**src/rtl/ps2_host_tx.sv**
```systemverilog
// PS/2 host-to-device transmitter: inhibit, request-to-send, clock out a 10-bit frame on
// device clock falling edges, then check the device ACK, with start and transfer timeouts.
module ps2_host_tx #(
  parameter int INHIBIT_CYCLES = 2500,
  parameter int REQ_CYCLES     = 25,
  parameter int START_TIMEOUT  = 375000,
  parameter int XFER_TIMEOUT   = 50000,
  parameter int FILTER_LEN     = 8
) (
  input  logic       app_clk,
  input  logic       app_arst_n,
  input  logic [7:0] tx_data,
  input  logic       tx_valid,
  output logic       tx_ready,
  output logic       busy,
  output logic       done,
  output logic [1:0] status,
  input  logic       ps2_clk_in,
  input  logic       ps2_data_in,
  output logic       ps2_clk_oe,
  output logic       ps2_data_oe
);

  localparam int MAX_IR  = (INHIBIT_CYCLES > REQ_CYCLES) ? INHIBIT_CYCLES : REQ_CYCLES;
  localparam int MAX_TO  = (START_TIMEOUT > XFER_TIMEOUT) ? START_TIMEOUT : XFER_TIMEOUT;
  localparam int MAX_ALL = (MAX_IR > MAX_TO) ? MAX_IR : MAX_TO;
  localparam int CNT_W   = $clog2(MAX_ALL) + 1;
  localparam int FLT_W   = $clog2(FILTER_LEN) + 1;

  typedef enum logic [2:0] {
    S_IDLE, S_INHIBIT, S_REQ, S_SEND, S_ACK, S_WAIT_IDLE, S_ABORT
  } state_t;

  // Index 0 is the clock line, index 1 the data line.
  logic [1:0] pin_raw;
  logic [1:0] pin_filt;

  assign pin_raw = {ps2_data_in, ps2_clk_in};

  generate
    for (genvar gi = 0; gi < 2; gi++) begin : g_line
      logic [1:0]       sync_reg;
      logic [FLT_W-1:0] flt_cnt_reg;
      logic             filt_reg;

      always_ff @(posedge app_clk) begin
        if (!app_arst_n) begin
          sync_reg    <= 2'b11;
          flt_cnt_reg <= '0;
          filt_reg    <= 1'b1;
        end else begin
          sync_reg <= {sync_reg[0], pin_raw[gi]};
          // The filtered level only follows after FILTER_LEN consecutive differing samples.
          if (sync_reg[1] == filt_reg) begin
            flt_cnt_reg <= '0;
          end else if (flt_cnt_reg == FLT_W'(FILTER_LEN - 1)) begin
            filt_reg    <= sync_reg[1];
            flt_cnt_reg <= '0;
          end else begin
            flt_cnt_reg <= flt_cnt_reg + 1'b1;
          end
        end
      end

      assign pin_filt[gi] = filt_reg;
    end
  endgenerate

  state_t           state_reg, state_next;
  logic [CNT_W-1:0] cnt_reg, cnt_next, cnt_sat;
  logic [9:0]       shift_reg, shift_next;
  logic [3:0]       edge_cnt_reg, edge_cnt_next;
  logic             data_bit_reg, data_bit_next;
  logic [1:0]       status_reg, status_next;
  logic             clk_filt_d_reg;
  logic             fe;

  assign fe       = clk_filt_d_reg & ~pin_filt[0];
  assign cnt_sat  = (cnt_reg == {CNT_W{1'b1}}) ? cnt_reg : cnt_reg + 1'b1;
  assign tx_ready = (state_reg == S_IDLE);
  assign busy     = (state_reg != S_IDLE);
  assign status   = status_reg;

  always_ff @(posedge app_clk) begin
    if (!app_arst_n) begin
      state_reg      <= S_IDLE;
      cnt_reg        <= '0;
      shift_reg      <= '0;
      edge_cnt_reg   <= '0;
      data_bit_reg   <= 1'b0;
      status_reg     <= 2'b00;
      clk_filt_d_reg <= 1'b1;
    end else begin
      state_reg      <= state_next;
      cnt_reg        <= cnt_next;
      shift_reg      <= shift_next;
      edge_cnt_reg   <= edge_cnt_next;
      data_bit_reg   <= data_bit_next;
      status_reg     <= status_next;
      clk_filt_d_reg <= pin_filt[0];
    end
  end

  always_comb begin
    state_next    = state_reg;
    cnt_next      = cnt_reg;
    shift_next    = shift_reg;
    edge_cnt_next = edge_cnt_reg;
    data_bit_next = data_bit_reg;
    status_next   = status_reg;
    done          = 1'b0;
    ps2_clk_oe    = 1'b0;
    ps2_data_oe   = 1'b0;
    case (state_reg)
      S_IDLE: begin
        if (tx_valid) begin
          shift_next    = {1'b1, ~^tx_data, tx_data};
          cnt_next      = '0;
          edge_cnt_next = '0;
          state_next    = S_INHIBIT;
        end
      end
      S_INHIBIT: begin
        ps2_clk_oe = 1'b1;
        if (cnt_reg == CNT_W'(INHIBIT_CYCLES - 1)) begin
          cnt_next   = '0;
          state_next = S_REQ;
        end else begin
          cnt_next = cnt_sat;
        end
      end
      S_REQ: begin
        ps2_clk_oe  = 1'b1;
        ps2_data_oe = 1'b1;
        if (cnt_reg == CNT_W'(REQ_CYCLES - 1)) begin
          cnt_next      = '0;
          data_bit_next = 1'b1;
          state_next    = S_SEND;
        end else begin
          cnt_next = cnt_sat;
        end
      end
      S_SEND: begin
        ps2_data_oe = data_bit_reg;
        if (fe) begin
          data_bit_next = ~shift_reg[0];
          shift_next    = {1'b0, shift_reg[9:1]};
          edge_cnt_next = edge_cnt_reg + 4'd1;
          // The first device edge restarts the counter as the transfer timer.
          cnt_next      = (edge_cnt_reg == 4'd0) ? CNT_W'(1) : cnt_sat;
          if (edge_cnt_reg == 4'd9) state_next = S_ACK;
        end else if (edge_cnt_reg == 4'd0 && cnt_reg >= CNT_W'(START_TIMEOUT - 1)) begin
          status_next = 2'b10;
          state_next  = S_ABORT;
        end else if (edge_cnt_reg != 4'd0 && cnt_reg >= CNT_W'(XFER_TIMEOUT - 1)) begin
          status_next = 2'b11;
          state_next  = S_ABORT;
        end else begin
          cnt_next = cnt_sat;
        end
      end
      S_ACK: begin
        if (fe) begin
          status_next = pin_filt[1] ? 2'b01 : 2'b00;
          state_next  = S_WAIT_IDLE;
        end else if (cnt_reg >= CNT_W'(XFER_TIMEOUT - 1)) begin
          status_next = 2'b11;
          state_next  = S_ABORT;
        end else begin
          cnt_next = cnt_sat;
        end
      end
      S_WAIT_IDLE: begin
        if (pin_filt == 2'b11) begin
          done       = 1'b1;
          state_next = S_IDLE;
        end
      end
      S_ABORT: begin
        done       = 1'b1;
        state_next = S_IDLE;
      end
      default: state_next = S_IDLE;
    endcase
  end

endmodule
```
**config.mk**
```make
export PLATFORM = sky130hd
export DESIGN_NAME = ps2_host_tx
export DESIGN_NICKNAME = d
export VERILOG_FILES = /design/src/rtl/ps2_host_tx.sv
export SDC_FILE = /design/constraint.sdc
export NUM_CORES = 1
export LEC_CHECK = 0
export CAP_MARGIN = 10
export CORE_MARGIN = 1.5
export CORE_UTILIZATION = 25
export CTS_CLUSTER_DIAMETER = 80
export DETAILED_ROUTE_END_ITERATION = 6
export REMOVE_ABC_BUFFERS = 1
export SYNTH_ARGS = -nofsm -noshare
export SYNTH_HDL_FRONTEND = slang
export SYNTH_SLANG_ARGS = --single-unit
```
**constraint.sdc**
```tcl
create_clock -name app_clk -period 5.82 [get_ports app_clk]
set_input_delay 1.164 -clock app_clk [delete_from_list [all_inputs] [get_ports app_clk]]
set_output_delay 1.164 -clock app_clk [all_outputs]
set_load 0.005 [all_outputs]
```
==> impl_metrics.yaml <==
status:
  status: "finished, final reports clean"
sta:
  whs_ns: 0.414
  tightestPinTransition_ns: 0.972
  fin_crit_ns: 3.19
  grt_setup_unrepaired: "no"
  slew_headroom_pct: 35.1
  drv_slew: 0
  fmax_mhz: 314
  min_period_over_period_pct: 54.7
  finalSetupViolCount: 0
  skew_ns: 0.0105
  finalWorstSetupSlack_ns: 2.63
  finalSetupTns_ns: 0
  hold_viol_final: 0
synthesis:
  synth_edf_count: 0
  ys.flop_type: "dfxtp_1"
  synth_cell_type_count: 76
  syn_area_um2: 3530
  ys_seq_area_share_pct: 31.2
  async_flop_share_pct: 0
  ys_ff_latch: 55
  synthCells: 436
  synth.avg_cell_area_um2: 8.10
  yosys_warnings: 0
routing:
  drt-initial-drc-count: 324
  vias: 3300
  drc: 0
  postRouteAntennaNets: 0
  routed_wl_um: 9240
  viasPerCell: 5.39
  routedWlPerCell_um: 15.1
  first_pass_iters: 4
clocking:
  cts_tree: "done"
  clkLatencyLatePin_ns: 0.29
  clk_pin_slew_ns: 0.06
  post-cts-setup-buffers: 0
  ctsRootBufferMaster: "clkbuf_16"
  cts_made_buffers: 5
  cts.repair.resized: 0
  postCtsHoldBufs: 0
  htreeDepth: 2
  clockBufferDepth: 2
  clkSinkCount: 55
finish:
  multi_input_area_um2: 2240
  largest_reg_flops: 20
  final_cell_mix: "55 x dfxtp_1, 48 x nand2_1, 39 x nor2_1"
  nFillCells: 1448
  mostFrequentLayoutCell: "dfxtp_1"
  fin_nets: 452
  synthToLayoutAreaGrowth_pct: 12.5
  diodes: 0
  seq_area_um2: 1100
  drive_gt1_share_pct: 7.64
global_route:
  antenna_found_initial: 0
  gr-usage-all-layers_pct: 13.2
  grt_pass1_vias: 3191
  grt_overflow: 0
  grt_pass1_wl_um: 15800
  grt_max_degree: 46
power_and_ir_drop:
  ir_drop_mv: 0.145
  clock_power_share_pct: 28.8
  p_per_area_nw_per_um2: 288
  power_leakage_nw: 1.32
  intPower_mw: 0.755
  pwr-share-comb_pct: 31.5
  switching_share_pct: 34.0
  switchingPower_mw: 0.390
  seqPwrFrac_pct: 39.7
placement:
  preCtsSetupSlack_ns: 2.55
  numPortBuffers: 19
  dp_hpwl_um: 6380
  gp_congestion: 0.883
min_path:
  hold_path_class: "reg -> reg"
  hp-start: "g_line[0].sync_reg[0]"
worst_setup_path:
  critical_path_required_ns: 4.66
  slowest_stage: "dfxtp_1"
  path_buf_inv: 1
  critPathTopFamily: "flip-flops"
  critical_path_class: "reg -> out"
  worstPathMaxFanout: 22
  crit_chain: "nand2b_1 -> o21ai_0 -> and2_1 -> clkdlybuf4s50_1"
  crit_path_end_kind: "output port"
  worstSetupStartpointType: "flip-flop"
  crit_arrival_ns: 2.02
  crit_start: "state_reg[0]"
  rr_startpoint: "edge_cnt_reg[0]"
  cp_slowest_stage_delay_ns: 0.73
job:
  max-cap-violations: 0
floorplanning:
  die-area_um2: 14800
  die_y_um: 122
  initial_utilization_pct: 25.5
  rows: 43
  core_um2: 13800
  die_w_um: 122
  io_pins: 20
==> cell usage after synthesis, drive strengths merged (2+ instances only) <==
cell type / instances / share of area (%)
o311ai: 3 / 0.96
a21oi: 14 / 2.0
nor3: 12 / 2.0
dfxtp: 55 / 31
or3: 13 / 2.3
or4b: 3 / 1.1
inv: 11 / 1.2
nand4: 20 / 3.5
buf: 8 / 1.8
nand3: 23 / 3.9
ha: 7 / 2.5
o31ai: 4 / 1.2
a31oi: 7 / 1.2
and2: 7 / 1.2
o221ai: 6 / 1.5
nand4b: 3 / 0.74
or4: 5 / 1.2
a211oi: 3 / 0.78
and4: 5 / 1.3
nand2: 48 / 5.1
a311oi: 9 / 2.4
a21boi: 2 / 0.43
xor2: 7 / 1.7
nand2b: 14 / 2.5
a32oi: 2 / 0.50
nand3b: 4 / 0.85
o211ai: 16 / 3.5
a221oi: 3 / 1.4
clkbuf: 25 / 2.7
a41oi: 2 / 0.50
nor2: 39 / 4.1
and3: 9 / 1.6
nor2b: 6 / 1.1
xnor2: 6 / 1.5
nor4: 4 / 1.1
o21ai: 11 / 1.9
o32ai: 2 / 0.71
==> cell families after synthesis <==
kind of cell,after synthesis,share of synthesized area [%]
XOR/XNOR,13,3.23
AO/OA/AOI/OAI,95,21.9
AND/OR/NAND/NOR,221,35.3
flip-flops,55,31.2
adder cells (fa/ha/maj),7,2.48
buffers and inverters,44,5.60
multiplexers,1,0.284
==> stage by stage <==
stage | instance area, µm² | instances | utilization [%] | total power, mW
final | 3970 | 612 | 28.7 | 1.15
after global routing | 3970 | 612 | 28.7 | 1.22
after CTS | 3970 | 612 | 28.7 | 1.15
after detailed placement | 3810 | 605 | 27.6 | 0.820
after global placement | 3810 | 605 | 27.6 | 0.809
after floorplan | 3370 | 403 | - | 0.694
==> worst paths after layout <==
check	endpoint	slack (ns)	cells after the start
hold / removal	g_line[0].sync_reg[1]	0.41	1
hold reg to reg	g_line[0].sync_reg[1]	0.41	1
setup reg to reg	cnt_reg[10]	2.91	9
setup / recovery	done	2.63	4
==> area by class of cell <==
type | instances | share of cell area [%]
clock buffers | 6 | 3.25
clock inverters | 1 | 0.756
inverters | 11 | 1.04
multi-input cells | 337 | 56.3
flip-flops and latches | 55 | 27.7
well taps | 180 | 5.67
repair buffers | 22 | 5.23
==> power by group through the flow <==
| stage | Clock (mW) | Combinational [mW] | Sequential (mW) |
|---|---|---|---|
| after floorplan | 0 | 0.245 | 0.449 |
| after global placement | 0 | 0.349 | 0.460 |
| after detailed placement | 0 | 0.359 | 0.462 |
| after CTS | 0.341 | 0.361 | 0.453 |
| after global routing | 0.361 | 0.401 | 0.462 |
| final | 0.330 | 0.361 | 0.454 |
==> metal layers <==
| metal | vias to the layer above | wire [µm] | global-route usage (%) |
|---|---|---|---|
| met2 | 95 | 4210 | 21.4 |
| met1 | 1578 | 4390 | 17.2 |
| li1 | 1614 | - | - |
| met4 | 0 | 165 | 5.00 |
| met5 | - | 0 | 0 |
| met3 | 13 | 471 | 2.53 |
No activity file was read; power rests on OpenSTA's default activity.
